$ cat src/rtl/fp_alu_pkg.sv
// Shared definitions for the half-precision ALU datapath.
// Holds the result width, the adder exception-flag encoding and the sticky bit positions.
package fp_alu_pkg;

  localparam int HP_W = 16;

  localparam logic [1:0] FLG_NONE = 2'b00;
  localparam logic [1:0] FLG_OF   = 2'b01;
  localparam logic [1:0] FLG_UF   = 2'b10;
  localparam logic [1:0] FLG_INV  = 2'b11;

  localparam int STK_INV = 2;
  localparam int STK_OF  = 1;
  localparam int STK_UF  = 0;

endpackage

$ cat src/rtl/hp_result_fifo.sv
// Show-ahead register FIFO with an occupancy counter.
// Storage has no reset; the read port is forced to zero whenever the FIFO is empty.
module hp_result_fifo #(
  parameter int W     = 18,
  parameter int DEPTH = 4
) (
  input  logic                       clk,
  input  logic                       rst_n,
  input  logic                       push,
  input  logic                       pop,
  input  logic [W-1:0]               wr_data,
  output logic [W-1:0]               rd_data,
  output logic [$clog2(DEPTH):0]     level,
  output logic                       empty,
  output logic                       full
);

  localparam int AW = $clog2(DEPTH);
  localparam int LW = AW + 1;
  localparam logic [LW-1:0] FULL_LVL = LW'(DEPTH);

  logic [W-1:0]  mem [DEPTH];
  logic [AW-1:0] wr_ptr;
  logic [AW-1:0] rd_ptr;
  logic          do_push;
  logic          do_pop;

  assign empty   = (level == '0);
  assign full    = (level == FULL_LVL);
  assign do_push = push & ~full;
  assign do_pop  = pop & ~empty;
  assign rd_data = empty ? '0 : mem[rd_ptr];

  always_ff @(posedge clk) begin
    if (do_push) mem[wr_ptr] <= wr_data;
  end

  // DEPTH is a power of two, so the pointers wrap by natural overflow.
  always_ff @(posedge clk or negedge rst_n) begin
    if (!rst_n) begin
      wr_ptr <= '0;
      rd_ptr <= '0;
      level  <= '0;
    end else begin
      if (do_push) wr_ptr <= wr_ptr + 1'b1;
      if (do_pop)  rd_ptr <= rd_ptr + 1'b1;
      case ({do_push, do_pop})
        2'b10:   level <= level + 1'b1;
        2'b01:   level <= level - 1'b1;
        default: level <= level;
      endcase
    end
  end

endmodule

$ cat src/rtl/hp_result_buffer.sv
// Registered, back-pressurable result stage behind the half-precision adder.
// Buffers {sum, flag} results and accumulates sticky exception status and an event count.
module hp_result_buffer
  import fp_alu_pkg::*;
#(
  parameter int DEPTH = 4,
  parameter int CNT_W = 8
) (
  input  logic                   clk,
  input  logic                   rst_n,
  input  logic                   in_valid,
  output logic                   in_ready,
  input  logic [HP_W-1:0]        in_sum,
  input  logic [1:0]             in_flag,
  output logic                   out_valid,
  input  logic                   out_ready,
  output logic [HP_W-1:0]        out_sum,
  output logic [1:0]             out_flag,
  output logic [$clog2(DEPTH):0] level,
  output logic [2:0]             sticky,
  output logic [CNT_W-1:0]       exc_cnt,
  input  logic                   clr_sticky
);

  localparam logic [CNT_W-1:0] CNT_MAX = '1;

  logic             push;
  logic             pop;
  logic             fifo_empty;
  logic             fifo_full;
  logic [HP_W+1:0]  rd_data;
  logic [2:0]       sticky_nxt;
  logic [CNT_W-1:0] cnt_nxt;

  // in_ready comes only from the registered level, never from out_ready.
  assign in_ready  = ~fifo_full;
  assign out_valid = ~fifo_empty;
  assign push      = in_valid & in_ready;
  assign pop       = out_valid & out_ready;
  assign out_sum   = rd_data[HP_W+1:2];
  assign out_flag  = rd_data[1:0];

  hp_result_fifo #(
    .W     (HP_W + 2),
    .DEPTH (DEPTH)
  ) u_fifo (
    .clk     (clk),
    .rst_n   (rst_n),
    .push    (push),
    .pop     (pop),
    .wr_data ({in_sum, in_flag}),
    .rd_data (rd_data),
    .level   (level),
    .empty   (fifo_empty),
    .full    (fifo_full)
  );

  // Clear is applied first so a flagged push in the same cycle survives it.
  always_comb begin
    sticky_nxt = clr_sticky ? 3'b000 : sticky;
    cnt_nxt    = clr_sticky ? '0 : exc_cnt;
    if (push) begin
      case (in_flag)
        FLG_OF:  sticky_nxt[STK_OF]  = 1'b1;
        FLG_UF:  sticky_nxt[STK_UF]  = 1'b1;
        FLG_INV: sticky_nxt[STK_INV] = 1'b1;
        default: ;
      endcase
      if (in_flag != FLG_NONE && cnt_nxt != CNT_MAX) cnt_nxt = cnt_nxt + 1'b1;
    end
  end

  always_ff @(posedge clk or negedge rst_n) begin
    if (!rst_n) begin
      sticky  <= 3'b000;
      exc_cnt <= '0;
    end else begin
      sticky  <= sticky_nxt;
      exc_cnt <= cnt_nxt;
    end
  end

endmodule
$ cat config.mk
export PLATFORM = sky130hd
export DESIGN_NAME = hp_result_buffer
export DESIGN_NICKNAME = d
export VERILOG_FILES = /design/src/rtl/fp_alu_pkg.sv /design/src/rtl/hp_result_fifo.sv /design/src/rtl/hp_result_buffer.sv
export SDC_FILE = /design/constraint.sdc
export NUM_CORES = 1
export LEC_CHECK = 0
export ABC_CLOCK_PERIOD_IN_PS = 2600
export CORE_AREA = 4 4 89 91
export CTS_CLUSTER_SIZE = 28
export DETAILED_ROUTE_END_ITERATION = 16
export DIE_AREA = 0 0 93 95
export PLACE_DENSITY = 0.78
export SLEW_MARGIN = 20
export SYNTH_ARGS = -nofsm -noshare
export SYNTH_HDL_FRONTEND = slang
export SYNTH_SLANG_ARGS = --single-unit
export TNS_END_PERCENT = 20
$ cat constraint.sdc
create_clock -name clk -period 2.6 [get_ports clk]
set_input_delay 0.26 -clock clk [delete_from_list [all_inputs] [get_ports clk]]
set_output_delay 0.26 -clock clk [all_outputs]
set_load 0.02 [all_outputs]
=== Word-level counts from Yosys, hierarchy flattened ===
Memory sizes are Yosys's and may differ from the RTL's.
Cells that the tools add are included.

* Input port bits: 23
* Bits in latches: 0
* RAM bits: 72
* Output and inout bits: 34
* Register bits: 18
* Bits in read-only memories: 0
* Memories kept: 1
* Word-level logic and storage cells: 40

* Add/subtract/negate cells: 5
* Eq/ne operators: 7
* Order comparisons: 0
* Divide/modulo/power cells: 0
* Multipliers: 0
* Bitwise operators: 6
* Reduce and logical (&&, ||, !) cells: 4
* Shift-type cells: 0
* Muxes and demuxes: 12

{| class="wikitable"
|+ Memory list
! memory !! depth !! width !! read ports !! clocked after Yosys merged registers in !! wr ports !! RTL line !! text
|-
| u_fifo.mem || 4 || 18 || 1 || 0 || 1 || hp_result_fifo.sv:22 || <nowiki>logic [W-1:0] mem [DEPTH];</nowiki>
|}

{| class="wikitable"
|+ Operators by type and width
! operator !! number
|-
| $mux W8 || 3
|-
| $mux W18 || 1
|-
| $add A8 B1 Y8 const B || 1
|-
| $ne A8 B8 Y1 const B || 1
|-
| $eq A2 B2 Y1 const B || 3
|-
| $mux W3 || 2
|-
| $pmux W3 S2 || 1
|-
| $mux W1 || 5
|-
| $add A2 B1 Y2 const B || 2
|-
| $and A1 B1 Y1 || 4
|-
| $eq A2 B1 Y1 const B || 2
|-
| $reduce_bool A2 Y1 || 2
|-
| $add A3 B1 Y3 const B || 1
|-
| $eq A3 B3 Y1 const B || 1
|-
| $logic_not A3 Y1 || 1
|-
| $sub A3 B1 Y3 const B || 1
|-
| $not A1 Y1 || 2
|-
| $logic_and A1 B1 Y1 || 1
|}

=== Logic depth before layout (Yosys ltp) ===
* Word-level depth: 6
* Gate-level depth with buffers: 10

=== By module ===
A second synthesis with hierarchy kept.

* Cells, all modules: 210
* Area, all modules: 3,938.8 um^2

{| class="wikitable"
|+ By module, submodules not included
! module !! times used !! cells an instance !! sequential area each (um^2) !! area each (um^2)
|-
| hp_result_fifo || 1 || 152 || 2,337.2 || 3,320.7
|-
| hp_result_buffer || 1 || 58 || 275.3 || 618.1
|}

=== Worst setup path before layout ===
Ideal clock, no wire load.

* Path kind: register to register
* Start point: register u_fifo.level[1]
* End point: register u_fifo.level[2]
* Setup time: 0.080 ns
* Arrival: 2.264 ns
* Required time: 2.520 ns
* Slack: 0.257 ns
* Cell stages (with the launch flop): 11
* Cells stage by stage: dfrtp_1 > or3b_1 > buf_6 > and2_0 > inv_1 > ha_1 > inv_1 > fa_1 > xor2_1 > nor2_1 > xor2_1

* Cells in the longest elaborated chain, start to end: 6

{| class="wikitable"
|+ RTL lines
! what !! RTL line !! text
|-
| from (decl) || hp_result_fifo.sv:13 || <nowiki>output logic [$clog2(DEPTH):0] level,</nowiki>
|-
| from (signal assigned) || hp_result_fifo.sv:48 || <nowiki>2'b10: level <= level + 1'b1;</nowiki>
|-
| from (signal assigned) || hp_result_fifo.sv:49 || <nowiki>2'b01: level <= level - 1'b1;</nowiki>
|-
| from (signal assigned) || hp_result_fifo.sv:50 || <nowiki>default: level <= level;</nowiki>
|-
| $eq A3 B3 Y1 (*) || hp_result_fifo.sv:29 || <nowiki>assign full = (level == FULL_LVL);</nowiki>
|-
| $not A1 Y1 (*) || hp_result_buffer.sv:36 || <nowiki>assign in_ready = ~fifo_full;</nowiki>
|-
| net in_ready || hp_result_buffer.sv:12 || <nowiki>output logic in_ready,</nowiki>
|-
| $and A1 B1 Y1 || hp_result_buffer.sv:38 || <nowiki>assign push = in_valid & in_ready;</nowiki>
|-
| $and A1 B1 Y1 (*) || hp_result_fifo.sv:30 || <nowiki>assign do_push = push & ~full;</nowiki>
|-
| $eq A2 B1 Y1 or $eq A2 B2 Y1 (tied branches) || hp_result_fifo.sv:47 || <nowiki>case ({do_push, do_pop})</nowiki>
|-
| $pmux W3 S2 or $reduce_bool A2 Y1 (tied branches) || - ||
|}

Mark *: on every way through the listed nets, which the timed path passes. The rest lies on a longest branch.
A chain may end at the register's enable or synchronous reset.

=== Final worst setup path ===
* Start point: register u_fifo.level[2]
* End point: output port out_sum[2]

* Cells in the longest elaborated chain, start to end: 2

{| class="wikitable"
|+ RTL lines
! what !! RTL line !! text
|-
| $logic_not A3 Y1 || hp_result_fifo.sv:28 || <nowiki>assign empty = (level == '0);</nowiki>
|-
| $mux W18 || hp_result_fifo.sv:32 || <nowiki>assign rd_data = empty ? '0 : mem[rd_ptr];</nowiki>
|-
| to (decl) || hp_result_buffer.sv:17 || <nowiki>output logic [HP_W-1:0] out_sum,</nowiki>
|}

Every way passes these cells.

==> metrics.txt <==
number of I/O port buffers=56; status=completed; # DRC=0; deepest clock path buffer count=2; share of layout cells above drive strength 1=0.183; Slowest cell on crit path=or3_2; Vias=between 2k and 2.5k; cell taking the most area after synthesis=edfxtp_1; Setup CP Type=flip-flop to output pin; Die Width=around 93 µm; Period minus WS final=2.52 ns; gpl congestion=approximately 0.94; Synth warnings=0; Hold WS=between 0.3 and 0.4 ns; post-route insts no fill=around 380; register area share after synthesis=0.701; Inserted Diodes=0; HPWL after DPL=about 4600 µm; Synth top area share=0.580; register area=~2600 µm²; Post-synth EDFFs=72; Clk Latency, worst-skew pair=around 0.35 ns; clock power share=0.184; drt pass-1 iters=5; Root Buffer=clkbuf_8; Fmax=0.397 GHz; first-pass GRT wire length=approximately 11000 µm; ys flop type=edfxtp_1; P_sw=about 0.0016 W; WP buf/inv=2; Via density=~5.3; Power, Total=about 0.0050 W; Mean Syn Cell Area=approximately 18 µm²; Final ANT Viol Nets=0; H-tree depth=3; crit-path max cell delay=0.57 ns; CTS Sinks=90; Hold Fails Final Rpt=0; Pint=roughly 0.0034 W; critical path cell sequence=or3_2, buf_4, and2_1, clkdlybuf4s50_1; top post-synthesis cells by area=edfxtp_1 (58%), dfrtp_1 (12%), mux4_2 (11%); Max-cap violations=0; Die ar.=~9000 µm²; synthesized flop and latch total=90; RSZ-0062 raised after global routing=false; top cells by count, synth=edfxtp_1 (72), and2_1 (19), dfrtp_1 (18), mux4_2 (18), inv_1 (10); Fillers=between 500 and 600; top-count cell post-synth=edfxtp_1; Post-Route Skew=approximately 0.011 ns; worst slew pin tran=0.813 ns; Post-CTS Setup Bufs=0; Multi-input gate area=between 1000 and 1500 µm²; Placed Cells incl. Taps=between 300 and 400; max-slew violations=0; cells after synthesis=about 210; TritonCTS clock tree=built; data required time of the worst path=approximately 2.3 ns; I/O pin total=57; Post-Syn Area=3720 µm²; WL/cell=~18 µm; family with the most delay on the worst path=buffers and inverters; DRT iter0 DRCs=88; critical path fanouts, max=15; grt total ovfl=0; library cells used by synthesis=38; setup TNS=0 ns; Peak VDD IR=~0.44 mV; logic gate share of total power=0.418; vias in the first global route=2215; largest net degree at the start of global routing=19; Initial Utilization=0.522; LEAKAGE=1.63 nW; share of power burned in registers=0.398; initial antenna violation count=0; Clk pin slew, worst setup/hold paths=roughly 0.09 ns; routed wire length=~6700 µm; PwrDens=around 1100 nW/µm²; switching share of power=0.324; Syn Nets=around 240; ys async rst share=0.200; Data arrival, critical path=around 2.3 ns; setup violators final=0; area grow syn2layout=24.2%; Slew HR=0.456; gr usage total=0.167; Die Height=approximately 95 µm; row count=31; fin nets=between 300 and 400; CTS buffer count=9; Worst Setup End Kind=output pin; Critical Path Start Type=flip-flop; Final Cycle Share=0.968; Hold Crit Class=input port to async pin; core area=7140 µm²
## sequential cells by signal (all words and copies together) (netlist names)
name,flops
sticky,3
u_fifo.level,3
exc_cnt,8
u_fifo.mem,72
u_fifo.rd_ptr,2
u_fifo.wr_ptr,2
## power by group through the flow
stage	Sequential, W	Clock, W	Combinational, W
floorplan	0.00203	0	0.00126
global placement	0.00202	0	0.00209
detailed placement	0.00204	0	0.00214
CTS	0.00201	0.000956	0.00215
global route	0.00204	0.00102	0.00227
finish	0.00200	0.000927	0.00211
## cell type report
type,instances,share of cell area
multi-input combinational,99,0.221
clock inverter,7,0.0162
tap,99,0.0268
clock buffer,9,0.0268
sequential,90,0.565
inverter,10,0.00811
timing repair buffer,63,0.136
## worst reg2reg max path: stages, from the launching register on
cell and delay, ns:
dfrtp_1 0.43, or3b_1 0.38, and2_0 0.25, inv_1 0.11, ha_1 0.18, inv_1 0.06
fa_1 0.37, xor2_1 0.15, nor2_1 0.11, xor2_1 0.16
## routing by layer
| metal | share of wire | track usage | vias to the layer above |
|---|---|---|---|
| met4 | 0.020 | 0.0757 | 0 |
| met3 | 0.054 | 0.0414 | 11 |
| met5 | 0 | 0 | - |
| li1 | - | - | 922 |
| met1 | 0.41 | 0.196 | 1018 |
| met2 | 0.52 | 0.293 | 59 |
## cell families after synthesis
| kind of cell | after synthesis | synth area share |
|---|---|---|
| XOR/XNOR | 9 | 0.0212 |
| AO/OA/AOI/OAI | 11 | 0.0228 |
| adder cells (fa/ha/maj) | 7 | 0.0255 |
| buffers and inverters | 18 | 0.0235 |
| AND/OR/NAND/NOR | 51 | 0.0880 |
| flip-flops | 90 | 0.701 |
| multiplexers | 21 | 0.118 |
## worst paths after layout
check | slack [ns] | startpoint | cells past startpoint | to
max in group asynchronous | 1.71 | rst_n | 1 | u_fifo.rd_ptr[0]$_DFFE_PN0P_
max reg2reg | 0.32 | u_fifo.level[0]$_DFFE_PN0P_ | 9 | u_fifo.level[2]$_DFFE_PN0P_
min | 0.37 | rst_n | 1 | sticky[1]$_DFF_PN0_
max | 0.08 | u_fifo.level[2]$_DFFE_PN0P_ | 4 | out_sum[2]
min in group clk | 0.52 | u_fifo.level[2]$_DFFE_PN0P_ | 1 | u_fifo.level[2]$_DFFE_PN0P_
min reg2reg | 0.52 | u_fifo.level[2]$_DFFE_PN0P_ | 1 | u_fifo.level[2]$_DFFE_PN0P_
## repair_timing
item / in CTS / in global routing
resized for setup: 0 / 1
hold buffers: 0 / 0
endpoints found under the setup margin: 0 / 11
## cells in the final DEF (no fill, tap or decap), types with 2 or more instances in the layout
cell             count
clkdlybuf4s50_1     56
nor2_1               2
clkinvlp_4           2
inv_6                2
inv_1               10
mux4_2              18
dfrtp_1             18
mux2_2               2
buf_4                5
xor2_1               3
clkbuf_8             9
xnor2_1              6
nand2_1              4
o22ai_1              2
o31ai_1              3
nand3_1              4
and3_2               4
and2_1              19
or4_1                3
a21oi_1              3
nor2b_1              3
ha_1                 6
edfxtp_1            72
## metrics by stage
stage	cell area (µm²)	utilization	setup WS, ns
2_1_floorplan	3720	-	0.257
3_3_place_gp	4420	0.620	0.331
3_5_place_dp	4420	0.620	0.234
4_1_cts	4620	0.648	0.0277
5_1_grt	4630	0.648	0.00662
6_report	4630	0.648	0.0823
No activity file was read; power rests on OpenSTA's default activity.
